[config.mk]
export PLATFORM = sky130hd
export DESIGN_NAME = seq_det_sched
export DESIGN_NICKNAME = d
export VERILOG_FILES = /design/src/rtl/seq_det_pkg.sv /design/src/rtl/seq_det_ctx.sv /design/src/rtl/seq_det_sched.sv
export SDC_FILE = /design/constraint.sdc
export NUM_CORES = 1
export LEC_CHECK = 0
export ABC_AREA = 0
export ABC_CLOCK_PERIOD_IN_PS = 5200
export BUFFER_PORTS_ARGS = -buffer_cell sky130_fd_sc_hd__buf_4
export CAP_MARGIN = 5
export CELL_PAD_IN_SITES_DETAIL_PLACEMENT = 2
export CELL_PAD_IN_SITES_GLOBAL_PLACEMENT = 2
export CORE_MARGIN = 2
export CORE_UTILIZATION = 39
export CTS_BUF_LIST = sky130_fd_sc_hd__clkbuf_16
export CTS_CLUSTER_SIZE = 20
export DETAILED_ROUTE_END_ITERATION = 8
export PLACE_DENSITY_LB_ADDON = 0.1
export SLEW_MARGIN = 20
export SYNTH_ARGS = -nofsm -noshare
export SYNTH_HDL_FRONTEND = slang
export SYNTH_HIERARCHICAL = 1
export SYNTH_SLANG_ARGS = --single-unit
[constraint.sdc]
create_clock -name clk -period 5.2 [get_ports clk]
set_clock_uncertainty 0.1 [all_clocks]
set_input_delay 1.04 -clock clk [delete_from_list [all_inputs] [get_ports clk]]
set_output_delay 1.04 -clock clk [all_outputs]
set_load 0.05 [all_outputs]
[src/rtl/seq_det_pkg.sv]
// Shared types, default pattern constants and the round-robin pick function
// for the channel-shared serial pattern detector.
package seq_det_pkg;

  typedef enum logic [0:0] {RUN, FLUSH} sched_state_t;

  localparam int unsigned PAT_W_DEF = 4;
  localparam logic [PAT_W_DEF-1:0] PATTERN_DEF = 4'b1011;
  localparam int unsigned MaxCh = 16;

  // First valid channel searching from ptr+1, wrapping modulo n_ch.
  function automatic int unsigned rr_pick(input logic [MaxCh-1:0] valid,
                                          input int unsigned ptr,
                                          input int unsigned n_ch);
    int unsigned pick;
    int unsigned idx;
    logic found;
    logic [MaxCh-1:0] sh;
    pick  = 0;
    found = 1'b0;
    for (int unsigned k = 1; k <= MaxCh; k++) begin
      idx = (ptr + k) % n_ch;
      sh  = valid >> idx;
      if (!found && (k <= n_ch) && sh[0]) begin
        pick  = idx;
        found = 1'b1;
      end
    end
    return pick;
  endfunction

endpackage

[src/rtl/seq_det_ctx.sv]
// One channel's detection context: bit history, fill count and match compare.
// With SEQ_DET_CNT_EN defined, also a saturating per-channel hit counter.
module seq_det_ctx #(
  parameter int unsigned PAT_W = 4,
  parameter logic [PAT_W-1:0] PATTERN = '0
`ifdef SEQ_DET_CNT_EN
  ,
  parameter int unsigned CNT_W = 8
`endif
) (
  input  logic clk_i,
  input  logic rst_i,
  input  logic load_i,
  input  logic bit_i,
  input  logic clr_i,
  output logic hit_o
`ifdef SEQ_DET_CNT_EN
  ,
  output logic [CNT_W-1:0] cnt_o
`endif
);

  localparam int unsigned FillW = $clog2(PAT_W + 1);
  localparam logic [FillW-1:0] Full = FillW'(PAT_W);

  // The oldest bit is shifted out on the next load, so only PAT_W-1 bits are kept.
  logic [PAT_W-2:0] hist_q;
  logic [PAT_W-1:0] hist_d;
  logic [FillW-1:0] fill_q, fill_d;

  always_comb begin
    hist_d = {hist_q, bit_i};
    fill_d = (fill_q == Full) ? fill_q : fill_q + 1'b1;
    hit_o  = load_i && (hist_d == PATTERN) && (fill_d == Full);
  end

  always_ff @(posedge clk_i) begin
    if (rst_i || clr_i) begin
      hist_q <= '0;
      fill_q <= '0;
    end else if (load_i) begin
      hist_q <= hist_d[PAT_W-2:0];
      fill_q <= fill_d;
    end
  end

`ifdef SEQ_DET_CNT_EN
  logic [CNT_W-1:0] cnt_q;

  always_ff @(posedge clk_i) begin
    if (rst_i || clr_i) begin
      cnt_q <= '0;
    end else if (hit_o && (cnt_q != '1)) begin
      cnt_q <= cnt_q + 1'b1;
    end
  end

  assign cnt_o = cnt_q;
`endif

endmodule

[src/rtl/seq_det_sched.sv]
// Round-robin sharing of one overlapping pattern detector across N_CH serial channels,
// with a sequenced context flush. SEQ_DET_CNT_EN adds per-channel hit counters (hit_cnt).
module seq_det_sched
  import seq_det_pkg::*;
#(
  parameter int unsigned N_CH = 4,
  parameter int unsigned PAT_W = PAT_W_DEF,
  parameter logic [PAT_W-1:0] PATTERN = PATTERN_DEF
`ifdef SEQ_DET_CNT_EN
  ,
  parameter int unsigned CNT_W = 8
`endif
) (
  input  logic                    clk,
  input  logic                    rst,
  input  logic [N_CH-1:0]         ch_valid,
  input  logic [N_CH-1:0]         ch_bit,
  output logic [N_CH-1:0]         ch_ready,
  input  logic                    flush_req,
  output logic                    flush_busy,
  output logic                    flush_done,
  output logic                    det_valid,
  output logic [$clog2(N_CH)-1:0] det_ch
`ifdef SEQ_DET_CNT_EN
  ,
  output logic [N_CH*CNT_W-1:0]   hit_cnt
`endif
);

  localparam int unsigned ChW = $clog2(N_CH);
  localparam logic [ChW-1:0] LastCh = ChW'(N_CH - 1);

  sched_state_t   state_q, state_d;
  logic [ChW-1:0] ptr_q, ptr_d;
  logic [ChW-1:0] flush_idx_q, flush_idx_d;
  logic [ChW-1:0] grant;
  logic           flush_done_d;
  logic [N_CH-1:0] hit;
  logic [N_CH-1:0] clr;
  int unsigned    pick;

  // Flush request blocks any same-cycle transfer.
  always_comb begin
    pick     = rr_pick(MaxCh'(ch_valid), 32'(ptr_q), N_CH);
    grant    = ChW'(pick);
    ch_ready = '0;
    if ((state_q == RUN) && !flush_req && (|ch_valid)) begin
      ch_ready[grant] = 1'b1;
    end
  end

  always_comb begin
    state_d      = state_q;
    ptr_d        = ptr_q;
    flush_idx_d  = flush_idx_q;
    flush_done_d = 1'b0;
    unique case (state_q)
      RUN: begin
        if (|ch_ready) ptr_d = grant;
        if (flush_req) begin
          state_d     = FLUSH;
          flush_idx_d = '0;
        end
      end
      FLUSH: begin
        flush_idx_d = flush_idx_q + 1'b1;
        if (flush_idx_q == LastCh) begin
          state_d      = RUN;
          ptr_d        = LastCh;
          flush_idx_d  = '0;
          flush_done_d = 1'b1;
        end
      end
      default: state_d = RUN;
    endcase
  end

  for (genvar i = 0; i < N_CH; i++) begin : g_ctx
    assign clr[i] = (state_q == FLUSH) && (flush_idx_q == ChW'(i));

    seq_det_ctx #(
      .PAT_W  (PAT_W),
`ifdef SEQ_DET_CNT_EN
      .CNT_W  (CNT_W),
`endif
      .PATTERN(PATTERN)
    ) u_ctx (
      .clk_i  (clk),
      .rst_i  (rst),
      .load_i (ch_ready[i]),
      .bit_i  (ch_bit[i]),
      .clr_i  (clr[i]),
      .hit_o  (hit[i])
`ifdef SEQ_DET_CNT_EN
      ,
      .cnt_o  (hit_cnt[i*CNT_W +: CNT_W])
`endif
    );
  end

  always_ff @(posedge clk) begin
    if (rst) begin
      state_q     <= RUN;
      ptr_q       <= LastCh;
      flush_idx_q <= '0;
      det_valid   <= 1'b0;
      det_ch      <= '0;
      flush_done  <= 1'b0;
    end else begin
      state_q     <= state_d;
      ptr_q       <= ptr_d;
      flush_idx_q <= flush_idx_d;
      det_valid   <= |hit;
      if (|ch_ready) det_ch <= grant;
      flush_done  <= flush_done_d;
    end
  end

  assign flush_busy = (state_q == FLUSH);

endmodule
Yosys cells after proc, flatten, opt, wreduce, memory -nomap -nowiden. Index checks and enable logic that the tools add are counted. W data, S select, Z words.

Memories kept: 0. RAM bits: 0. Output and inout port bits: 9. Bits in latches: 0. Bits in registers: 33. Bits in read-only memories: 0.

Equal/unequal tests: 18. Div/mod/pow operators: 0. Add/subtract/negate cells: 9. $mul: 0. Bitwise logic cells: 1. Reduce and logical (&&, ||, !) cells: 32. Shift operators: 4. Multiplexer cells: 24. Order comparisons: 2.

Operators by type and width (number): $eq A3 B3 Y1 const B (8); $logic_and A1 B1 Y1 (18); $eq A4 B4 Y1 const B (4); $mux W2 (8); $shr A4 B2 Y1 (4); $add A3 B1 Y3 const B (4); $mux W3 (4); $reduce_or A4 Y1 (3); $pmux W2 S2 (2); $mux W1 (7); $add A2 B1 Y2 const B (3); $add A2 B2 Y2 const B (2); $eq A2 B2 Y1 const B (2); $logic_not A1 Y1 (4); $logic_or A1 B1 Y1 (4); $mux W4 (1); $ne A2 B1 Y1 const B (2); $lt A2 B3 Y1 const B (1); $demux W1 S2 (1); $eq A2 B1 Y1 const B (1); $ge A2 B1 Y1 const B (1); $logic_not A2 Y1 (1); $ne A2 B2 Y1 const B (1); $pmux W1 S2 (1); other kinds (3) (3).

Longest topological paths before layout.
Word-level depth: 20. Gate-level depth with buffers: 8. Depth with buffers taken out: 7.

Hierarchy. Netlist, hierarchy kept.

By module, submodules not included: seq_det_ctx (area an instance 316.6 sq um, instances 4, cells an instance 34); seq_det_sched (area an instance 584.3 sq um, instances 1, cells an instance 64).

Worst setup path after synthesis. OpenSTA, ideal clock, no wires.

Path type: input -> output. Start point: input port ch_valid[1]. End point: output port ch_ready[1]. Stages on the path: 3. Arrival time: 3.002 ns. Slack: 1.058 ns. Buffers on the path: 0. Cells stage by stage: or3b_2 -> o221a_2 -> a311oi_1.

Cells in the longest elaborated chain, start to end: 16.

RTL lines: from (decl) (line seq_det_sched.sv:16) `input logic [N_CH-1:0] ch_valid,`; $shr A4 B2 Y1 (line seq_det_pkg.sv:23) `sh = valid >> idx;`; $mux W1 (line seq_det_pkg.sv:24) `if (!found && (k <= n_ch) && sh[0]) begin`; $logic_not A1 Y1 (line seq_det_pkg.sv:24); $logic_and A1 B1 Y1 (line seq_det_pkg.sv:24); $mux W1 (line seq_det_pkg.sv:24); $logic_not A1 Y1 (line seq_det_pkg.sv:24); $logic_and A1 B1 Y1 (line seq_det_pkg.sv:24); $mux W1 (line seq_det_pkg.sv:24); $logic_not A1 Y1 (line seq_det_pkg.sv:24); $logic_and A1 B1 Y1 (line seq_det_pkg.sv:24); $mux W2 (line seq_det_pkg.sv:24); $lt A2 B3 Y1 (not written as such) or $ge A2 B1 Y1 (tied branches) (line seq_det_sched.sv:48) `ch_ready[grant] = 1'b1;`; $logic_and A1 B1 Y1 (not written as such) (line seq_det_sched.sv:48); $mux W1 (not written as such) (line seq_det_sched.sv:48); $demux W1 S2 (line seq_det_sched.sv:48); $mux W4 * (line seq_det_sched.sv:47) `if ((state_q == RUN) && !flush_req && (|ch_valid)) begin`; to (decl) (line seq_det_sched.sv:18) `output logic [N_CH-1:0] ch_ready,`.

Every way passes the cells marked *; elsewhere a longest branch is shown, timed or not.

Worst setup path after layout.
Start point: input port ch_valid[2]. End point: output port ch_ready[1].

Same word-level chain as after synthesis.

==> results.md <==
- Counting every sink on the clock net gives 33.
- Dividing the synthesized area by the synthesized cell count gives 9.253 sq um.
- The number of distinct standard cells referenced by the synthesized netlist is 39.
- After detailed placement, the design holds a cell count of 268.
- The most frequent standard cell in the layout excluding fill and tap cells is dfxtp_1.
- The final count of pins violating max slew was 0.
- The clock latency on the worst-skew pair is 0.27 ns.
- The port buffer count is 19.
- The synthesized flop and latch total is 33.
- The placeable core area is 0.004661 sq mm.
- The number of cells produced by synthesis is 200.
- The total inserted antenna cells is 0.
- The launch instance of the worst min-delay path is g_ctx[2].u_ctx/hist_q[2]$_SDFFE_PP0P_.
- The sort of element at the start of the critical path is an input port.
- The transition at the pin with the smallest max-transition slack is 0.5046 ns.
- The final core utilization is 46.47%.
- The worst setup path is of the input port to primary output kind.
- The library cells used most frequently in the layout, excluding fill and tap cells, are dfxtp_1, nor2_1, buf_4.
- The pre-CTS worst setup slack is 1.461 ns.
- The worst setup path is captured at a primary output.
- After clock tree synthesis, the repair step resized 0 gates.
- The maximum number of pins on one net before global-route repair is 16.
- Hold repair after CTS inserted 0 buffers.
- Measured against its own limit, the worst slew margin works out to 66.23%.
- The summed area of non-filler cells in the final layout is 0.002166 sq mm.
- The number of failing hold endpoints at the final stage is 0.
- The post-synthesis sequential area ratio is 35.70%.
- The H-tree generated during clock tree synthesis spans 2 levels.
- The combinational group share of total power is 13.7%.
- The warning count from the yosys run is 6.
- The analysis attributes to net switching a power of 0.1658 mW.
- The routed layout has 1507 vias.
- In the synthesized netlist the dominant register cell turns out to be dfxtp_1.
- The floorplan row count is 25.
- The total wirelength of the detailed-routed design is 4652 um.
- For this design the top-level I/O count stands at 20.
- The internal power consumption is 0.4691 mW.
- The die covers 0.005312 sq mm.
- In this run the register-to-register setup slack is 2.94 ns.
- The endpoint of the worst register-to-register path is g_ctx[1].u_ctx/fill_q[0]$_SDFFE_PP0P_.
- From synthesis to final layout, the design area changed by 17.04%.
- The final clock period utilization by the worst path is 72.40%.
- The hold path endpoint is g_ctx[2].u_ctx/hist_q[2]$_SDFFE_PP0P_.
- The startpoint identified for the worst register-to-register timing path is ptr_q[1]$_SDFFE_PP1P_.
- The peak fanout along the critical path is 9.
- Data arrives at the worst endpoint at 2.62 ns.
- The die extent in x is 72.89 um.
- The number of design rule violations left after detail routing is 0.
- The via count of the first global-routing pass is 1619.
- Excluding fillers, the count of instances in the completed layout stands at 276.
- The worst hold path belongs to the class flip-flop to flip-flop.
- Hold is met by 0.3984 ns.
- Net switching is 26.11% of the power.
- The cell area that synthesis handed to floorplanning was 0.001851 sq mm.
- After clock tree synthesis, the clock-pin slew on the worst setup and hold paths is 0.05 ns.
- Setup violations remaining at the end of the flow were counted as 0.
- The post-detailed-route via-to-cell ratio is 5.460.
- Once placement finished, the instance area stood at 0.002027 sq mm.
- The filler cells instantiated in the layout total 515.
- The number of cells on the worst hold path is 2.
- For this design the static power due to leakage is 0.8145 nW.
- The first detailed-routing pass ran for 4 iterations.
- The total power per unit cell area is 293.1 mW/mm^2.
- The total number of nets in the final design is 244.
- The starting utilization of the core area is 39.70%.
- Across the run, the number of max-cap violations was 0.
- Setup slack on the critical path of the routed design comes to 1.435 ns.
- Of the total power, the clock network draws 43.9%.
- Counting the buffers created by CTS gives 5.
- The clock root buffer master is clkbuf_16.
- The number of antenna-violating nets in the routed design is 0.
- Overall power consumption after layout is estimated at 0.6349 mW.
- The maximum vdd drop is 0.0001549 V.
- The congestion estimate from routability-driven global placement came to 0.8861.
- The sequential share of power is 42.4%.
- In the global route stage, overall resource usage came out at 19.53%.
- Of the cells placed in the final design, the portion with a size suffix greater than 1 is 20.72%.
- The leftover overflow at the end of global routing is 0.
- The initial antenna violation count came to 0.
- The y dimension of the die is 72.89 um.
- Setup total negative slack on the finished layout was measured at 0 ns.
- The number of cells on the worst reg-to-reg path is 7.
- The first global-routing pass estimated 7921 um of wire.
- The number of setup buffers added after CTS is 0.
- The average detailed-routed wire length per instance is 16.86 um.
- For this run, the top clock speed supported by timing is 265.6 MHz.
- The worst-case clock buffer depth is 2.
- After layout, the minimum clock period comes to 3.765 ns.
- The critical path data required time is 4.06 ns.
- The share of async-settable or async-resettable flops after synthesis is 0%.
- Setup repair after global routing left no endpoint under its margin.
- The number of nets in the synthesized netlist is 223.
- The number of enable-type register cells in the synthesized netlist is 0.
- Summed over all nets, the half-perimeter wirelength after detailed placement is 3535 um.
- The count of routing violations after the opening detailed-route iteration is 28.
- The run finished with clean final reports.
- The TritonCTS clock tree is built.
sequential cells by signal (all words and copies together), names as in the netlist:
signal	cells
ptr_q	2
det_ch	2
det_valid	1
flush_done	1
g_ctx.u_ctx/hist_q	12
flush_idx_q	2
g_ctx.u_ctx/fill_q	12
flush_busy	1
synth_stat cells, types with 2 or more instances:
| master | instances | share of area, % |
|---|---|---|
| clkbuf_1 | 5 | 1.0 |
| nor2b_1 | 4 | 1.4 |
| nor3b_1 | 2 | 0.81 |
| mux2i_1 | 17 | 9.2 |
| or2_1 | 4 | 1.4 |
| o21ai_0 | 2 | 0.54 |
| xnor2_1 | 4 | 1.9 |
| o32a_1 | 4 | 2.2 |
| nor4bb_1 | 4 | 2.2 |
| ha_1 | 12 | 8.1 |
| dfxtp_1 | 33 | 36 |
| inv_1 | 11 | 2.2 |
| nor2_1 | 28 | 5.7 |
| and4b_2 | 4 | 2.4 |
| buf_6 | 4 | 2.4 |
| a311oi_1 | 3 | 1.4 |
| a21oi_2 | 4 | 1.9 |
| nand3_1 | 9 | 2.4 |
| a21boi_1 | 4 | 1.6 |
| a21oi_1 | 6 | 1.6 |
| a2111oi_2 | 2 | 1.6 |
| nor3_1 | 6 | 1.6 |
| and2_1 | 3 | 1.0 |
| nand2_1 | 10 | 2.0 |
worst max path at each step:
stage,startpoint,end,slack [ns]
6_report,ch_valid[2],ch_ready[1],1.44
5_1_grt,ch_valid[2],ch_ready[1],1.37
4_1_cts,ch_valid[1],ch_ready[1],1.42
3_5_place_dp,ch_valid[1],ch_ready[1],1.46
3_3_place_gp,ch_valid[1],ch_ready[1],1.47
2_1_floorplan,ch_valid[1],ch_ready[1],1.06
metal layers:
layer  vias to the layer above  share of wire, %  track usage, %
met1                       739                43           23.10
met5                         -                 0               0
met2                        13                53           35.15
met4                         0              0.67           4.938
met3                         4               2.5           4.834
li1                        751                 -               -
power by group through the flow:
stage          clock, mW  sequential (mW)  combinational, mW
4_1_cts            0.289            0.269             0.0882
5_1_grt            0.302            0.271             0.0949
6_report           0.279            0.269             0.0868
3_5_place_dp           0            0.275             0.0873
2_1_floorplan          0            0.278             0.0576
3_3_place_gp           0            0.274             0.0833
critical path, stage by stage:
cell      delay (ns)
buf_4           0.13
nor2_1          0.35
o21ai_0         0.21
a311oi_1        0.41
buf_4           0.25
buf_4           0.22
kinds of logic (layout without fill, tap and decap cells):
logic type      after synthesis  after routing  share of synthesized area (%)
compound gates               33             33                          15.69
mux                          17             17                          9.195
xor+xnor                      4              4                          1.893
flops                        33             33                          35.70
simple gates                 81             81                          23.73
buf+inv                      20             42                          5.679
fa+ha+maj                    12             12                          8.113
cell type report:
type	count	area [sq um]	area share, %
clock buffers	5	125.1	5.777
flip-flops and latches	33	660.6	30.50
inverters	11	41.29	1.906
well taps	54	67.56	3.120
clock inverters	3	13.76	0.6355
multi-input cells	147	1085	50.09
repair buffers	23	172.7	7.972
No activity file was read; power rests on OpenSTA's default activity.
